<file path="config.mk">
export PLATFORM = sky130hd
export DESIGN_NAME = voice_mixer_acc
export DESIGN_NICKNAME = d
export VERILOG_FILES = /design/src/rtl/voice_mixer_acc.sv
export SDC_FILE = /design/constraint.sdc
export NUM_CORES = 1
export LEC_CHECK = 0
export CORE_ASPECT_RATIO = 0.8
export CORE_MARGIN = 3
export CORE_UTILIZATION = 45
export CTS_CLUSTER_DIAMETER = 150
export DETAILED_ROUTE_END_ITERATION = 10
export PLACE_DENSITY = 0.72
export RECOVER_POWER = 100
export SLEW_MARGIN = 20
export SYNTH_ARGS = -nofsm -noshare
export SYNTH_HDL_FRONTEND = slang
export SYNTH_SLANG_ARGS = --single-unit
</file>
<file path="constraint.sdc">
create_clock -name clk -period 5.5 [get_ports clk]
set_input_delay 1.1 -clock clk [delete_from_list [all_inputs] [get_ports clk]]
set_output_delay 1.1 -clock clk [all_outputs]
set_load 0.02 [all_outputs]
</file>
<file path="src/rtl/voice_mixer_acc.sv">
// Voice mixer: accumulates NUM_VOICES signed samples per frame and emits one mixed sample.
// Optional macro VOICE_MIXER_SATURATE_EN clamps the output to the signed C_WIDTH range.

module adder #(
   parameter int C_WIDTH = 16,
   parameter int USE_CLA = 1
) (
   input  logic [C_WIDTH-1:0] a_i,
   input  logic [C_WIDTH-1:0] b_i,
   input  logic               cin_i,
   output logic [C_WIDTH-1:0] sum_o,
   output logic               cout_o
);

   logic [C_WIDTH-1:0] g;
   logic [C_WIDTH-1:0] p;
   logic [C_WIDTH:0]   c;
   logic               grp_g;
   logic               grp_p;
   logic               grp_cin;

   assign g = a_i & b_i;
   assign p = a_i ^ b_i;

   // CLA: 4-bit groups with in-group generate/propagate; carry enters a group only through grp_p.
   always_comb begin
      c       = '0;
      c[0]    = cin_i;
      grp_g   = 1'b0;
      grp_p   = 1'b0;
      grp_cin = cin_i;
      for (int unsigned j = 0; j < C_WIDTH; j++) begin
         if (USE_CLA != 0) begin
            if (j % 4 == 0) begin
               grp_g   = g[j];
               grp_p   = p[j];
               grp_cin = c[j];
            end else begin
               grp_g = g[j] | (p[j] & grp_g);
               grp_p = p[j] & grp_p;
            end
            c[j+1] = grp_g | (grp_p & grp_cin);
         end else begin
            c[j+1] = g[j] | (p[j] & c[j]);
         end
      end
   end

   assign sum_o  = p ^ c[C_WIDTH-1:0];
   assign cout_o = c[C_WIDTH];

endmodule

module voice_mixer_acc #(
   parameter int C_WIDTH    = 16,
   parameter int NUM_VOICES = 8,
   parameter int USE_CLA    = 1
) (
   input  logic               clk,
   input  logic               reset,
   input  logic               in_valid,
   output logic               in_ready,
   input  logic [C_WIDTH-1:0] in_data,
   output logic               out_valid,
   input  logic               out_ready,
   output logic [C_WIDTH-1:0] out_data,
   output logic               busy
);

   localparam int CNT_W = $clog2(NUM_VOICES);
   localparam int A_W   = C_WIDTH + CNT_W;
   localparam logic [CNT_W-1:0] CNT_LAST = CNT_W'(NUM_VOICES - 1);

   typedef enum logic {
      ACCUM,
      OUTPUT
   } state_t;

   state_t             state_q;
   logic [A_W-1:0]     acc_q;
   logic [A_W-1:0]     acc_d;
   logic [A_W-1:0]     in_ext;
   logic [CNT_W-1:0]   cnt_q;
   logic [C_WIDTH-1:0] out_q;
   logic [C_WIDTH-1:0] out_d;
   logic               in_ready_q;
   logic               out_valid_q;
   logic               unused_cout;

   assign in_ext = {{(A_W-C_WIDTH){in_data[C_WIDTH-1]}}, in_data};

   adder #(
      .C_WIDTH (A_W),
      .USE_CLA (USE_CLA)
   ) u_adder (
      .a_i    (acc_q),
      .b_i    (in_ext),
      .cin_i  (1'b0),
      .sum_o  (acc_d),
      .cout_o (unused_cout)
   );

`ifdef VOICE_MIXER_SATURATE_EN
   logic [A_W-C_WIDTH:0] sum_top;
   assign sum_top = acc_d[A_W-1:C_WIDTH-1];

   // The sum fits when every bit above the output sign bit agrees with it.
   always_comb begin
      out_d = acc_d[C_WIDTH-1:0];
      if (!((sum_top == '0) || (sum_top == '1))) begin
         if (acc_d[A_W-1]) begin
            out_d = {1'b1, {(C_WIDTH-1){1'b0}}};
         end else begin
            out_d = {1'b0, {(C_WIDTH-1){1'b1}}};
         end
      end
   end
`else
   assign out_d = acc_d[C_WIDTH-1:0];
`endif

   always_ff @(posedge clk or negedge reset) begin
      if (!reset) begin
         state_q     <= ACCUM;
         acc_q       <= '0;
         cnt_q       <= '0;
         out_q       <= '0;
         in_ready_q  <= 1'b1;
         out_valid_q <= 1'b0;
      end else begin
         case (state_q)
            ACCUM: begin
               if (in_valid && in_ready_q) begin
                  acc_q <= (cnt_q == '0) ? in_ext : acc_d;
                  if (cnt_q == CNT_LAST) begin
                     out_q       <= out_d;
                     cnt_q       <= '0;
                     state_q     <= OUTPUT;
                     in_ready_q  <= 1'b0;
                     out_valid_q <= 1'b1;
                  end else begin
                     cnt_q <= cnt_q + 1'b1;
                  end
               end
            end
            OUTPUT: begin
               if (out_ready) begin
                  state_q     <= ACCUM;
                  in_ready_q  <= 1'b1;
                  out_valid_q <= 1'b0;
               end
            end
            default: begin
               state_q     <= ACCUM;
               in_ready_q  <= 1'b1;
               out_valid_q <= 1'b0;
            end
         endcase
      end
   end

   assign in_ready  = in_ready_q;
   assign out_valid = out_valid_q;
   assign out_data  = out_q;
   assign busy      = (cnt_q != '0) || (state_q == OUTPUT);

endmodule

</file>
==> impl_metrics.tcl, run 1 <==
set metrics [dict create \
    die_y_um 68.4 \
    finalHoldViolations 0 \
    start_util 0.471 \
    hold_path.class "reg -> reg" \
    skew_ps 4.09 \
    cp_slowest_cell "o311ai_0" \
    slowest_delay_ps 940 \
    dpl_worst_slack_ps 831 \
    cts_sinks 38 \
    clockBufferDepth 2 \
    slew_headroom -0.319 \
    ys_ff_latch 38 \
    cts_tree "built" \
    wl_per_cell_um 14.2 \
    clk-insertion-delay-late_ps 290 \
    first_global_vias 1727 \
    status "finished with violations" \
    wirelength_mm 4.64 \
    tightest_slew_ps 1980 \
    max_freq_mhz 214 \
    grt_overflow 0 \
    cap_viol_max_count 1 \
    critPathArrivalTime_ps 4860 \
    fin_setup_tns_ps 0 \
    area.growth.synth_to_final_pct 21.9 \
    die_width_um 84.1 \
    cts_buffers 5 \
    row_count 22 \
    grt_antenna_before_repair 0 \
    cellLeakagePower_uw 0.00126 \
    syn_area_per_cell_um2 9.50 \
    ios 39 \
    synth_seq_area_share 0.434 \
    cp_max_fo 6 \
    crit_top_cell "fa_1" \
    grt_max_degree 39 \
    clk_pin_slew_ps 80 \
    violations "max-capacitance violations, max-slew violations" \
    hpwl_mm 3.37 \
    drc_errors 0 \
    vias_per_cell 5.47 \
    ys_types 35 \
    final_net_count 308 \
    end_kind "flop" \
    power.density_nw_per_um2 565 \
    post_cts_buffers 0 \
    hold_ws_ps 479 \
    worst_slack_ps 832 \
    n_antenna_cell 0 \
    crit_type "in -> reg" \
    start_kind "input pin" \
    vias 1794 \
    min_period_ps 4670 \
    cp_cell_sequence "dlygate4sd3_1 > ha_1 > fa_1 > fa_1 > fa_1 > a21o_1 > nand4_1 > a31oi_1 > o311ai_0 > a21oi_1 > a311oi_1" \
    cts-hold-fix-buffers 0 \
    ant_nets 0 \
    dieArea_um2 5750 \
    root_buffer "clkbuf_8" \
    grt_setup_unrepaired "no" \
    yosys_warnings 0 \
    fin_crit_sh 0.849 \
    cts_htree_levels 2 \
    cts.repair.resized 0 \
    core_area_um2 4650 \
    drtIter0Drc 80 \
    postSynthNetCount 272 \
    drive_gt1_frac 0.0597 \
    portBuffers 38 \
    grt_use_total 0.177 \
    gp_congestion 0.800 \
    crit_required_ps 5700 \
    grt_pass1_wl_mm 8.05 \
    vdd_drop_max_uv 240 \
    synthesis.area_um2 2190 \
    postSynthCellCount 231 \
    slew_violations 39 \
    setup_viol 0 \
    drtPass1Iterations 4 \
]
cells in the final DEF (no fill, tap or decap), types with 7 or more instances in the layout:
cell and count:
inv_1 10, dfrtp_1 37, a21oi_1 14, o21ai_0 26, a31oi_1 7, dlygate4sd3_1 20, nand2_1 41, ha_1 15
nand3_1 8, clkdlybuf4s50_1 17, nor2_1 13
stage by stage:
stage | utilization | total power (µW) | area [µm²] | instances
after CTS | 0.582 | 1570 | 2710 | 328
after floorplan | - | 1080 | 2190 | 231
after global placement | 0.562 | 1340 | 2610 | 320
after global routing | 0.575 | 1650 | 2670 | 328
final | 0.575 | 1510 | 2670 | 328
after detailed placement | 0.562 | 1370 | 2610 | 320
logic make-up (layout without fill, tap and decap cells):
family                     Yosys count  count (layout)  share of synthesized area
xor gates and xnor gates             8               8                     0.0319
DFF                                 38              38                      0.434
and+or+nand+nor                     80              80                      0.167
buffers and inverters               20              57                     0.0342
adders and majority gates           21              21                      0.140
muxes                                6               6                     0.0302
AOI/OAI and AO/OA                   58              58                      0.163
registers in the layout (all words and copies together) (netlist names):
| name | count |
|---|---|
| acc_q | 16 |
| out_data | 16 |
| cnt_q | 3 |
| in_ready | 1 |
| out_valid | 1 |
| state_q | 1 |
cells in the mapped netlist:
cell      count  area [µm²]
a311oi_1      2        17.5
nand3_1       8        40.0
a31oi_2       1        12.5
o21a_1        2        15.0
o21ai_0      26         130
dfrtp_1      37         926
nor2b_1       1        6.26
and3_2        1        7.51
inv_1        10        37.5
nand3b_1      1        7.51
clkbuf_1     10        37.5
nor2_1       13        48.8
nor3b_1       1        7.51
or2_1         1        6.26
o311ai_4      1        26.3
a21oi_1      14        70.1
mux2i_1       1        10.0
or3_1         3        18.8
mux2_2        5        56.3
a31oi_1       6        37.5
o21bai_1      1        7.51
xor2_1        5        43.8
a211o_2       1        10.0
and3_1        3        18.8
nand4b_1      1        8.76
ha_1         15         188
nand2b_1      2        12.5
fa_1          6         120
dfstp_2       1        26.3
xnor2_1       3        26.3
nand2_1      41         154
a21o_1        4        30.0
nor3_1        2        10.0
nand4_2       1        12.5
nand4_1       1        6.26
worst max-delay path: cells and delay by family:
kind                     cells  cell delay, ps
adder cells (fa/ha/maj)      4            1390
AO/OA/AOI/OAI                5            1720
buffers and inverters        1             560
AND/OR/NAND/NOR              1             110
path summary, 6_finish.rpt:
check	from	endpoint	slack [ps]	cells after the start
worst max register to register	acc_q[0]	acc_q[15]	1840	10
worst min-delay path	out_data[15]	out_data[15]	480	2
worst min register to register	out_data[15]	out_data[15]	480	2
worst max-delay path	in_data[0]	acc_q[15]	830	11
max in group asynchronous	reset	state_q	3010	1
min in group asynchronous	reset	out_data[5]	1350	1
metal layers:
metal | up-vias | share of wire | global-route usage
met5 | - | 0 | 0
met4 | 0 | 0.014 | 0.0683
met3 | 7 | 0.037 | 0.0409
met2 | 32 | 0.45 | 0.275
met1 | 883 | 0.50 | 0.244
li1 | 872 | - | -
power breakdown:
part / switching, µW / internal, µW
Clock: 101 / 101
Sequential: 74.3 / 407
Combinational: 480 / 347
Total: 656 / 855
layout make-up:
cell class	count	area [µm²]
inverters	10	37.5
multi-input cells	173	1140
fillers	427	1980
repair buffers	39	378
well taps	60	75.1
flip-flops and latches	38	952
clock inverters	2	12.5
clock buffers	6	82.6
(Power assumes the default switching activity.)
==> inputs of run 2 (changes only) <==
--- a/config.mk
+++ b/config.mk
@@ -10,7 +10,7 @@
 export CORE_UTILIZATION = 45
 export CTS_CLUSTER_DIAMETER = 150
 export DETAILED_ROUTE_END_ITERATION = 10
-export PLACE_DENSITY = 0.72
+export PLACE_DENSITY = 0.75
 export RECOVER_POWER = 100
 export SLEW_MARGIN = 20
 export SYNTH_ARGS = -nofsm -noshare
==> constraint.sdc (replaced) <==
create_clock -name clk -period 4 [get_ports clk]
set_input_delay 0.8 -clock clk [delete_from_list [all_inputs] [get_ports clk]]
set_output_delay 0.8 -clock clk [all_outputs]
set_load 0.02 [all_outputs]
==> run 2 against run 1 <==
Compared with the run above: the run still ends with max-capacitance violations, max-slew violations left; via count shrank 1.6%; sequential share of layout area decreased by 0.81 points; total power up 41%; cell area up 2.3%; register-to-register slack lost 1100 ps; first-iteration DRC count decreased by 2.5%; global-route usage shrank 0.77 points; highest routed layer unchanged; non-clock buffer count grew 5; critical path depth increased by 3.
==> impl_metrics.tcl, run 2 (same netlist as run 1, synthesis figures left out) <==
set metrics [dict create \
    clk-insertion-delay-late_ps 280 \
    grt_antenna_before_repair 0 \
    power.density_nw_per_um2 777 \
    slew_headroom -0.373 \
    min_to "out_data[5]" \
    cp_cell_sequence "clkdlybuf4s50_1 > ha_1 > fa_1 > fa_2 > fa_2 > a21o_1 > nand4_2 > a31oi_1 > or2_1 > fa_2 > xnor2_2 > nor2_1 > a21oi_1 > o21ai_0" \
    first_global_vias 1669 \
    setup_viol 0 \
    critPathLaunch "in_data[0]" \
    n_antenna_cell 0 \
    cts_tree "built" \
    drtPass1Iterations 4 \
    hold_ws_ps 477 \
    area.sequential_um2 952 \
    start_kind "input pin" \
    die_width_um 84.1 \
    start_util 0.471 \
    end_kind "flop" \
    hold_path.class "reg -> reg" \
    grt_setup_unrepaired "no" \
    drive_gt1_frac 0.0952 \
    vias_per_cell 5.30 \
    grt_use_total 0.170 \
    gr-usage-met3 0.0361 \
    max_freq_mhz 262 \
    cellLeakagePower_uw 0.00129 \
    grt_pass1_wl_mm 7.76 \
    final_cell_mix "nand2_1 (41), dfrtp_1 (37), o21ai_0 (26), dlygate4sd3_1 (19), clkdlybuf4s50_1 (18)" \
    skew_ps 6.40 \
    status "finished with violations" \
    clk_pin_slew_ps 80 \
    cp_slowest_cell "clkdlybuf4s50_1" \
    portBuffers 38 \
    worst_slack_ps 189 \
    top_usage_layer "met2" \
    grt_max_degree 39 \
    row_count 22 \
    gr-usage-met2 0.266 \
    wirelength_mm 4.56 \
    r2r_setup_slack_ps 770 \
    finalHoldViolations 0 \
    crit_required_ps 4140 \
    crit_top_cell "fa_2" \
    cp_max_fo 2 \
    gp_congestion 0.870 \
    layout_commonest_cell "nand2_1" \
    min_from "out_data[5]" \
    clockBufferDepth 2 \
    drtIter0Drc 78 \
    dpl_worst_slack_ps -347 \
    min_period_ps 3810 \
    gr-usage-met1 0.237 \
    tightest_slew_ps 2060 \
    ios 39 \
    area.growth.synth_to_final_pct 24.8 \
    final_util 0.588 \
    cts_htree_levels 2 \
    vdd_drop_max_uv 310 \
    wl_per_cell_um 13.7 \
    critPathArrivalTime_ps 3950 \
    drc_errors 0 \
    cts_buffers 5 \
    slowest_delay_ps 420 \
    hold_depth 2 \
    fillers 407 \
    vias 1765 \
    hpwl_mm 3.36 \
    multi_input_area_um2 1160 \
    violations "max-capacitance violations, max-slew violations" \
    dieArea_um2 5750 \
    r2r_end "acc_q[13]" \
    die_y_um 68.4 \
    slew_violations 39 \
    crit_type "in -> reg" \
    core_area_um2 4650 \
    grt_overflow 0 \
    r2r-start "acc_q[0]" \
    fin_crit_sh 0.953 \
    ant_nets 0 \
    cap_viol_max_count 1 \
    root_buffer "clkbuf_8" \
    cts_sinks 38 \
    final_net_count 313 \
    r2r_cells 13 \
    cts-hold-fix-buffers 0 \
]
==> run 2: worst max-delay path by stage <==
stage | endpoint | slack [ps] | cells past startpoint
2_1_floorplan | acc_q[13] | 300 | 13
3_3_place_gp | acc_q[13] | -260 | 14
3_5_place_dp | acc_q[13] | -350 | 14
4_1_cts | acc_q[13] | 30 | 14
5_1_grt | acc_q[13] | 40 | 14
6_report | acc_q[13] | 190 | 14
==> run 2: critical path: cells and delay by family <==
kind,cells,cell delay [ps]
AO/OA/AOI/OAI,4,510
XOR/XNOR,1,140
adder cells (fa/ha/maj),5,1660
buffers and inverters,1,420
AND/OR/NAND/NOR,3,410
==> run 2: per-stage QoR <==
step	TNS [ps]	power, µW	cell area (µm²)	instances
floorplan	0	1480	2190	231
finish	0	2130	2740	333
global placement	-555	1850	2640	324
detailed placement	-830	1890	2640	324
CTS	0	2170	2740	332
global route	0	2330	2740	333
==> run 2: layer usage <==
layer	part of all wire	up-vias
met5	0	-
met4	0.0081	0
met3	0.037	6
met2	0.45	35
met1	0.51	844
li1	-	880
==> run 2: power breakdown <==
group / leakage [µW] / switching [µW] / internal (µW)
Clock: 0.0000472 / 137 / 139
Combinational: 0.000763 / 675 / 514
Sequential: 0.000477 / 102 / 560
Total: 0.00129 / 914 / 1210
==> run 2: timing repair <==
action                     in CTS  in global routing
gates resized for setup         1                  3
buffers inserted                0                  1
pin swaps                       1                  1
setup endpoints to repair       1                  1
==> run 2: final cells by class <==
class,count,area share
Multi-Input combinational cell,173,0.426
Sequential cell,38,0.348
Timing Repair Buffer,44,0.150
Clock buffer,6,0.0302
Tap cell,60,0.0274
Inverter,10,0.0137
Clock inverter,2,0.00457
==> inputs of run 3 (changes only) <==
--- a/config.mk
+++ b/config.mk
@@ -6,7 +6,6 @@
 export NUM_CORES = 1
 export LEC_CHECK = 0
 export CORE_ASPECT_RATIO = 0.8
-export CORE_MARGIN = 3
 export CORE_UTILIZATION = 45
 export CTS_CLUSTER_DIAMETER = 150
 export DETAILED_ROUTE_END_ITERATION = 10
==> run 3 against run 2 <==
Compared with the run above: the run still ends with max-capacitance violations, max-slew violations left; count of clock-buffer cells in the layout is 1 higher; combinational power is essentially flat; highest routed layer unchanged; register-to-register slack got worse by 30 ps; routed wire length increased by 4.1%; largest power group unchanged; clock skew rose by 0.81 ps; sequential cell count stayed put; setup slack worse by 29 ps.
==> impl_metrics.tcl, run 3 (same netlist as run 1, synthesis figures left out) <==
set metrics [dict create \
    status "finished with violations" \
    violations "max-capacitance violations, max-slew violations" \
    max_freq_mhz 260 \
    clk_pin_slew_ps 70 \
    p_comb_frac 0.564 \
    drive_gt1_frac 0.109 \
    min_to "out_data[15]" \
    grt_pass1_wl_mm 7.78 \
    gp_congestion 0.820 \
    slew_headroom -0.349 \
    cap_viol_max_count 1 \
    hold_path.class "reg -> reg" \
    final_net_count 314 \
    vdd_drop_max_uv 554 \
    worst_slack_ps 160 \
    fin_crit_sh 0.960 \
    ios 39 \
    n_antenna_cell 0 \
    core_area_um2 4620 \
    grt_use_total 0.202 \
    layout_commonest_cell "nand2_1" \
    dieArea_um2 5160 \
    wirelength_mm 4.75 \
    portBuffers 38 \
    crit_type "in -> reg" \
    cts_htree_levels 2 \
    clockBufferDepth 2 \
    cts_tree "built" \
    min_from "out_data[15]" \
    hpwl_mm 3.36 \
    grt_overflow 0 \
    p_int_uw 1240 \
    dpl_worst_slack_ps -333 \
    die_width_um 80.1 \
    critPathArrivalTime_ps 3980 \
    drtIter0Drc 138 \
    first_global_vias 1648 \
    start_kind "input pin" \
    finalHoldViolations 0 \
    row_count 22 \
    hold_depth 2 \
    power.density_nw_per_um2 784 \
    die_y_um 64.4 \
    cts_buffers 5 \
    area.growth.synth_to_final_pct 25.6 \
    root_buffer "clkbuf_8" \
    grt_max_degree 39 \
    cp_max_fo 2 \
    wl_per_cell_um 14.2 \
    min_period_ps 3840 \
    cellLeakagePower_uw 0.00129 \
    tightest_slew_ps 2020 \
    hold_ws_ps 474 \
    r2r_end "acc_q[13]" \
    skew_ps 7.21 \
    ant_nets 0 \
    r2r_cells 13 \
    drtPass1Iterations 4 \
    vias 1758 \
    cts_sinks 38 \
    power.share.clock 0.127 \
    seqPwrFrac 0.309 \
    slew_violations 39 \
    grt_antenna_before_repair 0 \
    clk-insertion-delay-late_ps 290 \
    swShare 0.428 \
    start_util 0.474 \
    drc_errors 0 \
    fillers 410 \
    p_sw_uw 925 \
    final_util 0.596 \
    crit_required_ps 4140 \
    end_kind "flop" \
    r2r-start "acc_q[0]" \
    r2r_setup_slack_ps 740 \
    final_cell_mix "nand2_1 (41), dfrtp_1 (37), o21ai_0 (26), dlygate4sd3_1 (20), clkdlybuf4s50_1 (17)" \
    setup_viol 0 \
    vias_per_cell 5.26 \
    cts-hold-fix-buffers 0 \
]
==> run 3: cell types whose count changed in the layout (fill, tap and decap cells not counted), sizes merged <==
cell,change
buf,+3
clkinvlp,-1
dlygate4sd3,+1
clkdlybuf4s50,-1
clkbuf,-1
==> run 3: critical path, stage by stage <==
cell and delay, ps:
clkdlybuf4s50_1 430, ha_2 200, fa_2 350, fa_2 350
fa_2 340, a21o_1 210, nand4_2 100, a31oi_2 100
or2_1 260, fa_2 390, xnor2_2 190, nor2_1 60
a21oi_1 120, o21ai_0 80
==> run 3: how the worst max path moves through the flow <==
stage	startpoint	end	depth (start not counted)
5_1_grt	in_data[0]	acc_q[13]	14
3_3_place_gp	in_data[0]	acc_q[13]	14
6_report	in_data[0]	acc_q[13]	14
2_1_floorplan	in_data[0]	acc_q[13]	13
4_1_cts	in_data[0]	acc_q[13]	14
3_5_place_dp	in_data[0]	acc_q[13]	14
==> run 3: final cells by class <==
| class | count | area [µm²] | area share |
|---|---|---|---|
| Clock buffer | 7 | 86.3 | 0.0313 |
| Clock inverter | 1 | 5.00 | 0.00182 |
| Inverter | 10 | 37.5 | 0.0136 |
| Multi-Input combinational cell | 173 | 1180 | 0.427 |
| Sequential cell | 38 | 952 | 0.346 |
| Tap cell | 60 | 75.1 | 0.0272 |
| Timing Repair Buffer | 45 | 423 | 0.153 |
==> run 3: stage by stage <==
| stage | area (µm²) | instances | total power, µW | setup TNS [ps] |
|---|---|---|---|---|
| detailed placement | 2650 | 325 | 1900 | -970 |
| finish | 2760 | 334 | 2160 | 0 |
| global placement | 2650 | 325 | 1860 | -581 |
| global route | 2760 | 334 | 2350 | -6.31 |
| CTS | 2750 | 333 | 2190 | 0 |
| floorplan | 2190 | 231 | 1480 | 0 |
==> run 3: repair_timing <==
action	in CTS	in global routing
setup buffers	0	1
pin swaps	1	3
gates resized for setup	1	5
endpoints found under the setup margin	1	1
==> run 3: power by group through the flow <==
stage	sequential, µW	clock (µW)	combinational, µW
after floorplan	753	0	729
after global placement	670	0	1190
after detailed placement	676	0	1230
after CTS	669	281	1240
after global routing	689	295	1370
final	667	275	1220
==> run 3: routing by layer <==
layer	wire, µm	global-route usage	up-vias
li1	-	-	880
met1	2310	0.285	825
met2	2170	0.313	51
met3	244	0.0423	2
met4	25	0.0603	0
met5	0	0	-
